$ cat config.mk
export PLATFORM = sky130hd
export DESIGN_NAME = ifetch_queue
export DESIGN_NICKNAME = d
export VERILOG_FILES = /design/src/rtl/ifetch_queue.sv
export SDC_FILE = /design/constraint.sdc
export NUM_CORES = 1
export LEC_CHECK = 0
export ABC_AREA = 1
export CAP_MARGIN = 20
export CORE_UTILIZATION = 40
export CTS_CLUSTER_DIAMETER = 60
export CTS_CLUSTER_SIZE = 40
export DETAILED_ROUTE_END_ITERATION = 16
export GPL_TIMING_DRIVEN = 1
export PLACE_DENSITY = 0.7
export SYNTH_ARGS = -nofsm -noshare
export SYNTH_HDL_FRONTEND = slang
export SYNTH_SLANG_ARGS = --single-unit
$ cat constraint.sdc
create_clock -name clk -period 5.1 [get_ports clk]
set_clock_uncertainty 0.1 [all_clocks]
set_input_delay 1.02 -clock clk [delete_from_list [all_inputs] [get_ports clk]]
set_output_delay 1.02 -clock clk [all_outputs]
set_load 0.1 [all_outputs]
$ cat src/rtl/ifetch_queue.sv
// Fetch-side request engine: issues one I-cache read per PC, advances the PC on
// each accepted response and buffers {pc, instruction} pairs for decode.
module ifetch_queue #(
  parameter int DEPTH = 4,
  parameter int WIDTH = 32
) (
  input  logic             clk,
  input  logic             rst,
  input  logic [WIDTH-1:0] pc_in,
  input  logic             flush,
  output logic             load_pc,
  output logic             icache_read,
  output logic [WIDTH-1:0] icache_address,
  input  logic             icache_resp,
  input  logic [WIDTH-1:0] icache_rdata,
  output logic             inst_valid,
  output logic [WIDTH-1:0] inst_out,
  output logic [WIDTH-1:0] inst_pc,
  input  logic             inst_ready
);

  localparam int PTR_W = $clog2(DEPTH);
  localparam int CNT_W = PTR_W + 1;

  typedef enum logic [1:0] {IDLE, WAIT, DRAIN} state_t;

  state_t             state_q, state_d;
  logic               read_q, read_d;
  logic [WIDTH-1:0]   addr_q, addr_d;
  logic [PTR_W-1:0]   head_q, head_d;
  logic [PTR_W-1:0]   tail_q, tail_d;
  logic [CNT_W-1:0]   count_q, count_d;
  logic [WIDTH-1:0]   inst_mem_q [DEPTH];
  logic [WIDTH-1:0]   pc_mem_q   [DEPTH];
  logic               push;
  logic               pop;

  assign icache_read    = read_q;
  assign icache_address = addr_q;
  assign inst_valid     = (count_q != '0);
  assign inst_out       = inst_mem_q[head_q];
  assign inst_pc        = pc_mem_q[head_q];

  always_comb begin
    state_d = state_q;
    read_d  = read_q;
    addr_d  = addr_q;
    load_pc = 1'b0;
    case (state_q)
      IDLE: begin
        if (!flush && (count_q < CNT_W'(DEPTH))) begin
          read_d  = 1'b1;
          addr_d  = pc_in;
          state_d = WAIT;
        end
      end
      WAIT: begin
        if (icache_resp) begin
          load_pc = !flush;
          read_d  = 1'b0;
          state_d = IDLE;
        end else if (flush) begin
          // The read cannot be cancelled; keep requesting and drop its data later.
          state_d = DRAIN;
        end
      end
      DRAIN: begin
        if (icache_resp) begin
          read_d  = 1'b0;
          state_d = IDLE;
        end
      end
      default: begin
        read_d  = 1'b0;
        state_d = IDLE;
      end
    endcase
  end

  assign push = load_pc;
  assign pop  = inst_valid && inst_ready;

  always_comb begin
    head_d  = head_q;
    tail_d  = tail_q;
    count_d = count_q;
    if (flush) begin
      count_d = '0;
      head_d  = tail_q;
    end else begin
      if (push) tail_d = tail_q + 1'b1;
      if (pop)  head_d = head_q + 1'b1;
      if (push && !pop)      count_d = count_q + 1'b1;
      else if (!push && pop) count_d = count_q - 1'b1;
    end
  end

  always_ff @(posedge clk or negedge rst) begin
    if (!rst) begin
      state_q <= IDLE;
      read_q  <= 1'b0;
      addr_q  <= '0;
      head_q  <= '0;
      tail_q  <= '0;
      count_q <= '0;
    end else begin
      state_q <= state_d;
      read_q  <= read_d;
      addr_q  <= addr_d;
      head_q  <= head_d;
      tail_q  <= tail_d;
      count_q <= count_d;
    end
  end

  // Entry storage carries no reset; contents are only observed while inst_valid.
  always_ff @(posedge clk) begin
    if (push) begin
      inst_mem_q[tail_q] <= icache_rdata;
      pc_mem_q[tail_q]   <= addr_q;
    end
  end

endmodule

==> results_dict.tcl <==
set metrics [dict create \
    crit_path_max_fanout 65 \
    grt_use_met1_pct 21.7 \
    grt-busiest-layer "met2" \
    wirelength_mm 23.5 \
    hpwl_mm 13.7 \
    grt_max_degree 71 \
    max_cap_viol_count 0 \
    worstRegToRegCells 5 \
    yosysMostFrequentCell "edfxtp_1" \
    synth_seq_area_share_pct 76.5 \
    worst_skew_pair.late_latency_ns 0.52 \
    hold_class "reg -> reg" \
    tns_ns 0 \
    hold_viol 0 \
    arrival_ns 2.95 \
    syn-num-nets 852 \
    netlist_top_cells_count "256 x edfxtp_1, 136 x nor2_1, 77 x o21ai_0" \
    postLayoutCellArea_sq_um 14000 \
    yosysWarningCount 0 \
    synth_edf_count 256 \
    whs_path_depth 2 \
    drc 0 \
    drtAntennaViolNets 0 \
    finalMaxSlewViolations 0 \
    area_growth_pct 22.9 \
    clkTransAtPathRegs_ns 0.08 \
    initial_core_util_pct 40.9 \
    synthCells 775 \
    start_kind "flip-flop" \
    htree_levels 1 \
    cp-end-kind "output pin" \
    viasPerCell 5.06 \
    fmax_mhz 246 \
    timing.final.crit_share_pct 79.8 \
    gr-usage-met3_pct 3.35 \
    first_global_vias 6700 \
    diodes 0 \
    yosysTopAreaCellShare_pct 67.3 \
    cts_buffer_depth 3 \
    synthArstFlopShare_pct 14.1 \
    antenna_found_initial 0 \
    cts_tree "built" \
    cts_made_buffers 21 \
    overflow 0 \
    nNetsFinal 1009 \
    fp.dieW_microns 171 \
    num_rows 61 \
    grt_pass1_wl_mm 36.5 \
    synth_cell_types 28 \
    synthTopCellsByArea "edfxtp_1 67%, dfrtp_1 9.2%, nor2_1 4.5%" \
    place_congestion 0.727 \
    ys_ff_latch 298 \
    root_buffer "clkbuf_16" \
    finalSetupViolCount 0 \
    cts.sinks 298 \
    placed_area_sq_um 13300 \
    cts_setup_buffers 0 \
    die_area_sq_um 29200 \
    synth_ff_type "edfxtp_1" \
    status "finished clean" \
    use_met2_pct 27.2 \
    min_period_ns 4.07 \
    max_slew_margin_pct 30.0 \
    required_ns 3.98 \
    die_y_microns 171 \
    syn-cell-area_sq_um 11400 \
    grt.total_usage_pct 16.2 \
    hold_buffers 0 \
    yosysTopAreaCell "edfxtp_1" \
    drive_gt1_share_pct 17.0 \
    ios 168 \
    wl_per_cell_microns 17.8 \
    path_class "reg -> out" \
    cts.repair.resized 0 \
    portBuffers 167 \
    syn_area_per_cell_sq_um 14.7 \
    worst_pin_slew_ns 1.05 \
    drt_iter0_drc 483 \
    rsz0062_at_grt "false" \
    first_pass_iters 4 \
    dr_total_vias 6705 \
    placeableCoreArea_sq_um 27900 \
]
## path summary, 6_finish.rpt
kind	end	startpoint	slack [ns]
worst max-delay path	inst_pc[23]	head_q[0]	1.03
worst min-delay path	count_q[0]	count_q[0]	0.41
worst max register to register	inst_mem_q[3][11]	state_q[1]	2.77
worst min register to register	count_q[0]	count_q[0]	0.41
max in group asynchronous	head_q[0]	rst	3.96
min in group asynchronous	icache_address[20]	rst	0.48
## flip-flops by register name, indices dropped and copies added, names as in the netlist
| name | flops |
|---|---|
| pc_mem_q | 128 |
| icache_address | 32 |
| icache_read | 1 |
| inst_mem_q | 128 |
| head_q | 2 |
| count_q | 3 |
| state_q | 2 |
| tail_q | 2 |
## through the flow
| step | cells | util (%) | hold WS [ns] | setup WS (ns) |
|---|---|---|---|---|
| global route | 1325 | 50.2 | 0.481 | 0.819 |
| CTS | 1325 | 50.2 | 0.417 | 0.972 |
| detailed placement | 1287 | 47.7 | 0.393 | 1.52 |
| finish | 1325 | 50.2 | 0.411 | 1.03 |
| global placement | 1287 | 47.7 | 0.400 | 1.54 |
| floorplan | 775 | - | 0.370 | 0.603 |
## kinds of logic after synthesis
logic type      Yosys count  share of synthesized area, %
flops                   298                          76.5
compound gates          206                          9.77
simple gates            163                          5.70
buf+inv                  66                          2.75
mux                      32                          4.14
fa+ha+maj                 8                         0.943
xor+xnor                  2                         0.153
## worst max-delay path, cell delays in order (launching register included)
cell	delay, ns
dfrtp_4	0.72
inv_4	0.62
buf_12	0.34
o21ai_0	0.13
o22ai_1	0.23
buf_4	0.34
## area by class of cell
cell class                      count  area [sq um]
Clock buffer                       22           529
Timing Repair Buffer              179          1620
Fill cell                        2398         13900
Multi-Input combinational cell    411          2390
Tap cell                          378           473
Inverter                           21          83.8
Clock inverter                     16           186
Sequential cell                   298          8740
## placed cells by master, fill, tap and decap left out, drive strengths merged
master,netlist,routed
clkdlybuf4s50,0,101
clkbuf,20,22
dfrtp,42,42
inv,21,27
edfxtp,256,256
a31oi,1,1
o211ai,1,1
o22ai,64,64
ha,7,7
fa,1,1
nor2,136,136
clkinv,0,8
o21ai,134,134
xor2,1,1
a21oi,6,6
mux2,32,32
bufinv,0,1
buf,25,78
xnor2,1,1
clkinvlp,0,1
nand3,5,5
nand2,22,22
## metal layers
layer  part of all wire (%)  wire (microns)  vias up
li1                       -               -     3196
met5                      0               0        -
met2                     49           11400      167
met3                    5.8            1360       24
met4                    1.2             294        0
met1                     44           10400     3318
Power is not shown: default switching activity piles up to over one toggle a cycle in this logic, so the estimate is an artifact.
==> edit 1 (config.mk and constraints unchanged) <==
Take the reset off `addr_q` and load it in a clocked block of its own.
--- a/src/rtl/ifetch_queue.sv
+++ b/src/rtl/ifetch_queue.sv
@@ -99,18 +99,20 @@
     if (!rst) begin
       state_q <= IDLE;
       read_q  <= 1'b0;
-      addr_q  <= '0;
       head_q  <= '0;
       tail_q  <= '0;
       count_q <= '0;
     end else begin
       state_q <= state_d;
       read_q  <= read_d;
-      addr_q  <= addr_d;
       head_q  <= head_d;
       tail_q  <= tail_d;
       count_q <= count_d;
     end
+  end
+
+  always_ff @(posedge clk) begin
+    addr_q <= addr_d;
   end
 
   // Entry storage carries no reset; contents are only observed while inst_valid.
Function: changed (Yosys sat finds a counterexample within 4 cycles, from zero or initial values and one cycle with rst low).
==> edit 1 against the original RTL <==
Utilization grew 0.72 points. Global-route usage fell by 0.21 points. Worst setup slack lost 0.061 ns. Register-to-register slack worse by 0.11 ns. Sequential cell count did not move. Design area shrank 1.6%. Synthesized area decreased by 2.5%. Non-clock buffer count up 1. Wire length shrank 2.5%. Critical endpoint is now inst_pc[24]. Largest cell class unchanged.
Power is not shown: default switching activity piles up to over one toggle a cycle in this logic, so the estimate is an artifact.
==> edit 1: results (changes against the original RTL) <==
[synthesis]
yosys_warnings = 0  ; unchanged
yosys-top-cells-area = edfxtp_1 (78%), nor2_1 (4.6%), o22ai_1 (3.6%)  ; was edfxtp_1 (67%), dfrtp_1 (9.2%), nor2_1 (4.5%)
postSynth.asyncResetShare_pct = 3.356  ; was 14.09%
synth_compound_area_share_pct = 9.970  ; was 9.765%
ys_types = 25  ; was 28
synth-edff-count = 288  ; was 256
seq_area_frac_synth_pct = 79.94  ; was 76.55%
synth_common_cells = edfxtp_1 (288), nor2_1 (137), o21ai_0 (76)  ; was edfxtp_1 (256), nor2_1 (136), o21ai_0 (77)
synth_mux_area_share_pct = 0  ; was 4.143%
syn_nets = 818  ; was 852
synthXorXnorAreaFrac_pct = 0.1574  ; was 0.1534%
synth_adder_area_share_pct = 0.9666  ; was 0.9426%

[grt]
use_met1_pct = 22.31  ; was 21.72%
grt_pass1_vias = 6448  ; was 6700
grt_max_degree = 71  ; unchanged
grt_use_met2_pct = 25.78  ; was 27.24%
antenna_found_initial = 0  ; unchanged
met3_usage_pct = 3.343  ; was 3.354%
grt_pass1_wl_microns = 35330  ; was 36540 microns
grt_util_all_layers_pct = 16.01  ; was 16.22%

[place]
placed_area_sq_mm = 0.01298  ; was 0.01331 sq mm
dpl.hpwl_microns = 13270  ; was 13690 microns
gp_congestion = 0.7920  ; was 0.7271

[route]
via_per_inst = 5.009  ; was 5.060
drt_iter0_drc = 604  ; was 483
drt_wl_total_microns = 22950  ; was 23540 microns

[cells_and_area]
diodes = 0  ; unchanged
num-nets-final = 981  ; was 1009
drive_gt1_share_pct = 14.12  ; was 17.00%
num-fill-cells = 2260  ; was 2398
synthToLayoutAreaGrowth_pct = 24.02  ; was 22.89%

[worst_setup_path]
path_max_fanout = 70  ; was 65
critPathMaxStageDelay_ns = 0.88  ; was 0.72 ns

[clock_network]
clock_latency_ns = 0.52  ; about the same
cts-resized-gates = 0  ; unchanged
clk_pin_slew_worst_paths_ns = 0.07
cts_buffers = 23  ; was 21

[sta]
tightestPinTransition_ns = 1.038  ; was 1.047 ns

[run_status]
status = finished clean  ; unchanged

[worst_hold_path]
worstHoldPathType = flip-flop to flip-flop  ; unchanged

## edit 1: per-layer routing
layer	wire, microns	vias to the layer above
met5	0	-
met4	404	0
met3	1310	31
met2	10820	202
met1	10420	3146
li1	-	3098
## edit 1: worst paths after layout
check,from,to,slack [ns]
max,head_q[0],inst_pc[24],0.97
min,state_q[1],state_q[1],0.42
max reg2reg,state_q[1],inst_mem_q[0][1],2.66
min reg2reg,state_q[1],state_q[1],0.42
max in group asynchronous,rst,head_q[0],3.78
min in group asynchronous,rst,state_q[0],0.74
## edit 1: logic make-up after synthesis
kind of cell,after synthesis
AOI/OAI and AO/OA,205
and+or+nand+nor,165
adders and majority gates,8
DFF,298
buffers and inverters,63
xor gates and xnor gates,2
## edit 1: metrics by stage
| step | std cells | setup WS, ns |
|---|---|---|
| 4_1_cts | 1292 | 0.9302 |
| 2_1_floorplan | 741 | 0.5813 |
| 3_5_place_dp | 1250 | 1.504 |
| 5_1_grt | 1293 | 0.7460 |
| 3_3_place_gp | 1250 | 1.545 |
| 6_report | 1293 | 0.9714 |
## edit 1: worst reg2reg max path: stages, from the launching register on
cell and delay (ns):
dfrtp_1 0.39, inv_1 0.08, ha_1 0.22, nand3_4 0.19, nor2_4 0.62, buf_4 0.49
## edit 1: cell type report
cell class / count / share of cell area, %
clock inverter: 18 / 1.649
multi-input combinational: 380 / 13.88
tap: 372 / 3.371
clock buffer: 24 / 4.196
sequential: 298 / 64.49
timing repair buffer: 180 / 11.82
inverter: 21 / 0.5891
==> edit 2 (same settings) <==
Made on the original files. `WIDTH`: 32 -> 48.
--- a/src/rtl/ifetch_queue.sv
+++ b/src/rtl/ifetch_queue.sv
@@ -2,7 +2,7 @@
 // each accepted response and buffers {pc, instruction} pairs for decode.
 module ifetch_queue #(
   parameter int DEPTH = 4,
-  parameter int WIDTH = 32
+  parameter int WIDTH = 48
 ) (
   input  logic             clk,
   input  logic             rst,
Interface: changed (5 resized); port bits go from 168 to 248. The function was not compared with the original's and may differ.
==> edit 2 against the original RTL <==
Sequential cell count rose by 144. Synthesized cell count rose by 44%. Count of clock-buffer cells in the layout rose by 9. Wire length rose by 51%. Design area rose by 47%. Fmax fell by 1.9%. Worst setup slack got worse by 0.078 ns. Non-clock buffer count rose by 88. Synthesized area rose by 46%. Via count rose by 47%. Critical endpoint is now inst_pc[28].
Power is not shown: default switching activity piles up to over one toggle a cycle in this logic, so the estimate is an artifact.
==> edit 2: results (changes against the original RTL) <==
[cells_and_area]
utilization_pct = 50.30  ; was 50.22%
diodes = 1  ; was 0
clkCellAreaFrac_pct = 5.665  ; was 5.102%
clkbuf_count = 31  ; was 22
drive_gt1_share_pct = 17.27  ; was 17.00%
nMultiInputCombCells = 588  ; was 411
num-fill-cells = 3436  ; was 2398
sh_seq_area_pct = 63.11  ; was 62.33%
multi_input_area_sq_mm = 0.003299  ; was 0.002394 sq mm
buffer_area_share_pct = 11.60  ; was 11.54%
inv_count = 18  ; was 21
num-nets-final = 1457  ; was 1009
signal_buffers = 267  ; was 179

[synthesis]
postSynth.asyncResetShare_pct = 13.12  ; was 14.09%
ys_types = 26  ; was 28
seq_area_frac_synth_pct = 78.01  ; was 76.55%
yosys-top-cells-area = edfxtp_1 (69%), dfrtp_1 (8.7%), o21ai_0 (6.0%)  ; was edfxtp_1 (67%), dfrtp_1 (9.2%), nor2_1 (4.5%)
synth-edff-count = 384  ; was 256

[worst_setup_path]
worstPathArrival_ns = 3.03  ; was 2.95 ns
r2r_slack_ns = 2.79  ; was 2.77 ns
r2r_cells = 5  ; unchanged
critPathMaxStageDelay_ns = 0.69  ; was 0.72 ns
path_max_fanout = 44  ; was 65

[place]
gp_congestion = 0.7540  ; was 0.7271
pre_cts_slack_ns = 1.501  ; was 1.518 ns
port_buffers = 247  ; was 167
dpl.hpwl_microns = 20690  ; was 13690 microns

[sta]
relSlewSlack_pct = 31.47  ; was 30.00%

[route]
drt_pass1_iterations = 5  ; was 4
drt_iter0_drc = 646  ; was 483
drt_wl_total_microns = 35610  ; was 23540 microns

[grt]
grt_util_all_layers_pct = 16.44  ; was 16.22%
grt_max_degree = 195  ; was 71
grt_pass1_wl_microns = 54310  ; was 36540 microns

[run_status]
status = finished clean  ; unchanged

[clock_network]
clock_latency_ns = 0.59  ; was 0.52 ns

edit 2: cell count changes after synthesis, sizes merged, moves of 2 or more:
| cell | change |
|---|---|
| a21oi | -2 |
| nor2 | +65 |
| inv | -3 |
| o21ai | +66 |
| mux2 | +16 |
| clkbuf | +14 |
| edfxtp | +128 |
| o22ai | +33 |
| buf | +8 |
| dfrtp | +16 |
edit 2: worst reg2reg max path, stage by stage, from the launching register on:
cell and delay (ns):
dfrtp_1 0.39, inv_1 0.08, ha_1 0.23, nand2_2 0.60
buf_4 0.44, mux2_2 0.39
edit 2: cell families after synthesis:
logic type      after synthesis  share of synthesized area (%)
buf+inv                      85                          2.346
mux                          48                          3.699
xor+xnor                      2                         0.1053
fa+ha+maj                     8                         0.6465
flops                       442                          78.01
simple gates                229                          5.413
compound gates              301                          9.781
edit 2: path summary, 6_finish.rpt:
| kind | start | endpoint |
|---|---|---|
| min in group asynchronous | rst | icache_address[17] |
| max in group asynchronous | rst | head_q[1] |
| min reg2reg | count_q[0] | count_q[0] |
| min | count_q[0] | count_q[0] |
| max | head_q[1] | inst_pc[28] |
| max reg2reg | state_q[0] | icache_address[45] |
edit 2: layer usage:
layer  GRT usage (%)  vias up  part of all wire [%]  wire (microns)
met3           3.012       47                   5.6            1987
met4           4.280        0                   1.9             668
met1           21.63     4940                    43           15470
met2           28.00      253                    49           17480
li1                -     4623                     -               -
met5               0        -                     0               0
edit 2: stage by stage:
step	std cells	hold WS, ns
after floorplan	1115	0.3419
after global placement	1847	0.3605
after detailed placement	1847	0.3738
after CTS	1904	0.3923
after global routing	1904	0.4343
final	1905	0.3907
